### config.mk
export PLATFORM = sky130hd
export DESIGN_NAME = bcd_stopwatch_ctrl
export DESIGN_NICKNAME = d
export VERILOG_FILES = /design/src/rtl/bcd_stopwatch_ctrl.sv
export SDC_FILE = /design/constraint.sdc
export NUM_CORES = 1
export LEC_CHECK = 0
export CORE_AREA = 2 2 86 79
export CTS_BUF_LIST = sky130_fd_sc_hd__clkbuf_4 sky130_fd_sc_hd__clkbuf_8 sky130_fd_sc_hd__clkbuf_16
export CTS_CLUSTER_DIAMETER = 50
export DETAILED_ROUTE_END_ITERATION = 16
export DIE_AREA = 0 0 88 81
export PLACE_DENSITY = 0.65
export SLEW_MARGIN = 5
export SYNTH_ARGS = -nofsm -noshare
export SYNTH_HDL_FRONTEND = slang
export SYNTH_SLANG_ARGS = --single-unit
### constraint.sdc
create_clock -name clk -period 5.25 [get_ports clk]
set_clock_uncertainty 0.2 [all_clocks]
set_input_delay 1.05 -clock clk [delete_from_list [all_inputs] [get_ports clk]]
set_output_delay 1.05 -clock clk [all_outputs]
set_load 0.01 [all_outputs]
### src/rtl/bcd_stopwatch_ctrl.sv
// Stopwatch sequencer: prescaler, run/pause FSM, cascaded BCD digits,
// lap freeze of the displayed value and sticky overflow.
module bcd_stopwatch_ctrl #(
  parameter int unsigned DIGITS   = 4,
  parameter int unsigned TICK_DIV = 10
) (
  input  logic                  clk,
  input  logic                  clr,
  input  logic                  start,
  input  logic                  stop,
  input  logic                  zero,
  input  logic                  lap,
  output logic [4*DIGITS-1:0]   count,
  output logic [4*DIGITS-1:0]   disp,
  output logic [DIGITS-1:0]     digit_en,
  output logic                  running,
  output logic                  lap_hold,
  output logic                  overflow
);

  localparam int unsigned PW = 16;
  localparam int unsigned CW = 4 * DIGITS;
  localparam logic [PW-1:0] PRE_LAST = PW'(TICK_DIV - 1);

  typedef enum logic [1:0] {
    IDLE  = 2'd0,
    RUN   = 2'd1,
    PAUSE = 2'd2
  } state_t;

  state_t          state;
  state_t          state_nx;
  logic            zero_c;
  logic            lap_c;
  logic [PW-1:0]   pre;
  logic            tick;
  logic [CW-1:0]   count_nx;
  logic            wrap;

  // State register
  always_ff @(posedge clk) begin
    if (clr) state <= IDLE;
    else     state <= state_nx;
  end

  // Strict command priority: only the highest asserted command is considered
  always_comb begin
    state_nx = state;
    zero_c   = 1'b0;
    lap_c    = 1'b0;
    if (stop) begin
      if (state == RUN) state_nx = PAUSE;
    end else if (start) begin
      if (state != RUN) state_nx = RUN;
    end else if (zero) begin
      if (state != RUN) begin
        state_nx = IDLE;
        zero_c   = 1'b1;
      end
    end else if (lap) begin
      if (state == RUN) lap_c = 1'b1;
    end
  end

  assign tick = (state == RUN) && (pre == PRE_LAST);

  // Ripple enable: a digit advances when every lower digit is wrapping
  always_comb begin
    logic carry;
    digit_en = '0;
    carry    = tick;
    for (int i = 0; i < DIGITS; i++) begin
      digit_en[i] = carry;
      carry       = carry && (count[4*i +: 4] == 4'd9);
    end
  end

  always_comb begin
    count_nx = count;
    for (int i = 0; i < DIGITS; i++) begin
      if (digit_en[i]) begin
        count_nx[4*i +: 4] = (count[4*i +: 4] == 4'd9) ? 4'd0 : count[4*i +: 4] + 4'd1;
      end
    end
  end

  assign wrap = digit_en[DIGITS-1] && (count[CW-1 -: 4] == 4'd9);

  // Datapath registers
  always_ff @(posedge clk) begin
    if (clr) begin
      pre      <= '0;
      count    <= '0;
      disp     <= '0;
      lap_hold <= 1'b0;
      overflow <= 1'b0;
      running  <= 1'b0;
    end else begin
      running <= (state_nx == RUN);
      if (zero_c) begin
        pre      <= '0;
        count    <= '0;
        disp     <= '0;
        lap_hold <= 1'b0;
        overflow <= 1'b0;
      end else begin
        if (state == RUN) pre <= tick ? '0 : pre + PW'(1);
        count <= count_nx;
        if (wrap)      overflow <= 1'b1;
        if (!lap_hold) disp     <= count;
        if (lap_c)     lap_hold <= !lap_hold;
      end
    end
  end

endmodule
==> flow_metrics.env <==
export IMPL_run_status="finished, final reports clean"
export IMPL_holdBufCountCts=0
export IMPL_tightest_slew_ns=0.922
export IMPL_avgRoutedWirePerCell_um=13.0
export IMPL_slowest_stage="clkdlybuf4s50_1"
export IMPL_fill_cells=607
export IMPL_max_cap_viol_count=0
export IMPL_hold_viol=0
export IMPL_drive_above_1_share_pct=5.50
export IMPL_worstSetupEndpointType="output port"
export IMPL_postCtsSetupBuffers=0
export IMPL_power_density_mw_per_mm2=224
export IMPL_crit_fanout=5
export IMPL_crit_required_ns=4.00
export IMPL_hold_class="flip-flop to flip-flop"
export IMPL_cts_tree="built"
export IMPL_yosysSeqAreaShare_pct=43.8
export IMPL_async_flop_share_pct=0
export IMPL_clk_latency_ns=0.30
export IMPL_cp_arrival_ns=2.82
export IMPL_die_area_mm2=0.00713
export IMPL_ys_warn_count=0
export IMPL_synthFlopType="dfxtp_1"
export IMPL_die_x_um=88
export IMPL_synth_area_leaders="dfxtp_1 (44%), mux2i_1 (7.9%), nor2_1 (7.6%), xor2_1 (5.1%), nand2_1 (3.3%)"
export IMPL_min_period_ns=4.07
export IMPL_peakVddDrop_mv=0.133
export IMPL_finalSetupTns_ns=0
export IMPL_critPathKind="flip-flop to output port"
export IMPL_layout_commonest_cell="dfxtp_1"
export IMPL_relSlewSlack_pct=38.0
export IMPL_synth_seq_cells=53
export IMPL_cp_cell_sequence="ha_1 > or4b_4 > or3_1 > and4bb_2 > and2_1 > clkdlybuf4s50_1"
export IMPL_drtPass1Iterations=4
export IMPL_routed_wl_um=5180
export IMPL_dpl_hpwl_um=3630
export IMPL_nets=316
export IMPL_drt_iter0_drc=119
export IMPL_power_leakage_nw=0.981
export IMPL_r2r_start="pre[0]"
export IMPL_antenna_cells=0
export IMPL_htreeDepth=2
export IMPL_ctsRootBufferMaster="clkbuf_8"
export IMPL_synth_edf_count=0
export IMPL_critPathBufInv=1
export IMPL_gr_total_overflow=0
export IMPL_crit_path_max_incr_delay_ns=0.53
export IMPL_hold_slack_ns=0.275
export IMPL_post_route_period_util_pct=77.5
export IMPL_final_area_mm2=0.00303
export IMPL_syn_to_final_growth_pct=25.1
export IMPL_syn_num_nets=278
export IMPL_final_cell_mix="dfxtp_1 (53), nor2_1 (49), clkdlybuf4s50_1 (44)"
export IMPL_ios=45
export IMPL_max_freq_ghz=0.246
export IMPL_grt_pass1_vias=1840
export IMPL_die_y_um=81
export IMPL_clk_path_buf_depth=2
export IMPL_dpl_instance_area_mm2=0.00293
export IMPL_viasPerCell=5.00
export IMPL_core_area_mm2=0.00634
export IMPL_setup_viol=0
export IMPL_ctsResizeCount=0
export IMPL_gr_usage_all_layers_pct=15.0
export IMPL_post_route_drc_count=0
export IMPL_rsz0062_at_grt="no"
export IMPL_synth_top_area_cell="dfxtp_1"
export IMPL_cts_buffers_inserted=5
export IMPL_clock_sinks=53
export IMPL_grt_first_pass_wirelength_um=8450
export IMPL_report_final_slew_viol_count=0
export IMPL_antenna_left=0
export IMPL_worstHoldStart="overflow"
export IMPL_syn_inst=270
export IMPL_port_buffers=44
export IMPL_grt_max_degree=35
export IMPL_clk_pin_slew_ns=0.09
export IMPL_via_count=1995
export IMPL_critPathLaunch="pre[0]"
export IMPL_antenna_found_initial=0
export IMPL_place_gp_congestion=0.761
export IMPL_yosysTopAreaCellShare_pct=43.8
export IMPL_syn_area_per_cell_um2=8.97
export IMPL_initial_core_util_pct=38.2
export IMPL_start_kind="flip-flop"
export IMPL_num_rows=28
export IMPL_synthDistinctLibCells=46
export IMPL_netlist_area_mm2=0.00242
export IMPL_critical_path_top_delay_family="simple AND/OR/NAND/NOR gates"
-- area by class of cell --
class / count / area (um2) / area share, %
inverter: 6 / 22.5 / 0.743
sequential: 53 / 1060 / 35.0
timing repair buffer: 46 / 455 / 15.0
clock inverter: 1 / 5.00 / 0.165
tap: 90 / 113 / 3.72
multi-input combinational: 196 / 1280 / 42.1
clock buffer: 7 / 96.3 / 3.18
-- logic make-up after synthesis --
family	synth area share, %
and+or+nand+nor	29.6
buffers and inverters	3.51
adders and majority gates	1.03
xor gates and xnor gates	7.59
muxes	7.85
AOI/OAI and AO/OA	6.56
DFF	43.8
-- stage by stage --
step	instances	power [mW]	util, %	setup slack, ns
2_1_floorplan	270	0.429	-	2.00
3_3_place_gp	391	0.439	46.2	1.52
3_5_place_dp	391	0.439	46.2	1.52
4_1_cts	399	0.687	47.8	1.15
5_1_grt	399	0.704	47.8	0.958
6_report	399	0.679	47.8	1.18
-- path summary, 6_finish.rpt --
check	slack [ns]	cells after the start	end
min	0.28	1	overflow
max reg2reg	2.59	6	pre[2]
max	1.18	6	digit_en[3]
min reg2reg	0.28	1	overflow
-- where the power goes --
part	internal, mW	switching (mW)	total, mW
sequential	0.403	0.00212	0.405
combinational	0.00852	0.0157	0.0242
clock	0.119	0.130	0.249
-- Yosys cell counts (3+ instances only) --
| library cell | n |
|---|---|
| dfxtp_1 | 53 |
| nor2_1 | 49 |
| nand2_1 | 21 |
| mux2i_1 | 19 |
| xor2_1 | 14 |
| clkbuf_1 | 12 |
| nand4_1 | 10 |
| a21oi_1 | 9 |
| xnor2_1 | 7 |
| inv_1 | 6 |
| nand3_1 | 6 |
| nor2b_1 | 6 |
| nand4b_1 | 4 |
| o21ai_0 | 4 |
| a31oi_1 | 3 |
| nand2b_1 | 3 |
| nor4_1 | 3 |
| or3_1 | 3 |
| or4_1 | 3 |
-- sequential cells by signal (all words and copies together) (netlist names) --
| register | flops |
|---|---|
| count | 16 |
| disp | 16 |
| lap_hold | 1 |
| overflow | 1 |
| pre | 16 |
| running | 1 |
| state | 2 |
-- routing by layer --
layer  vias up  routed length (um)  global-route usage [%]
li1       1018                   -                       -
met1       930                2590                    20.8
met2        43                2280                    23.3
met3         4                 275                    3.56
met4         0                  35                    4.15
met5         -                   0                       0
Power figures use the tool's default switching activity.
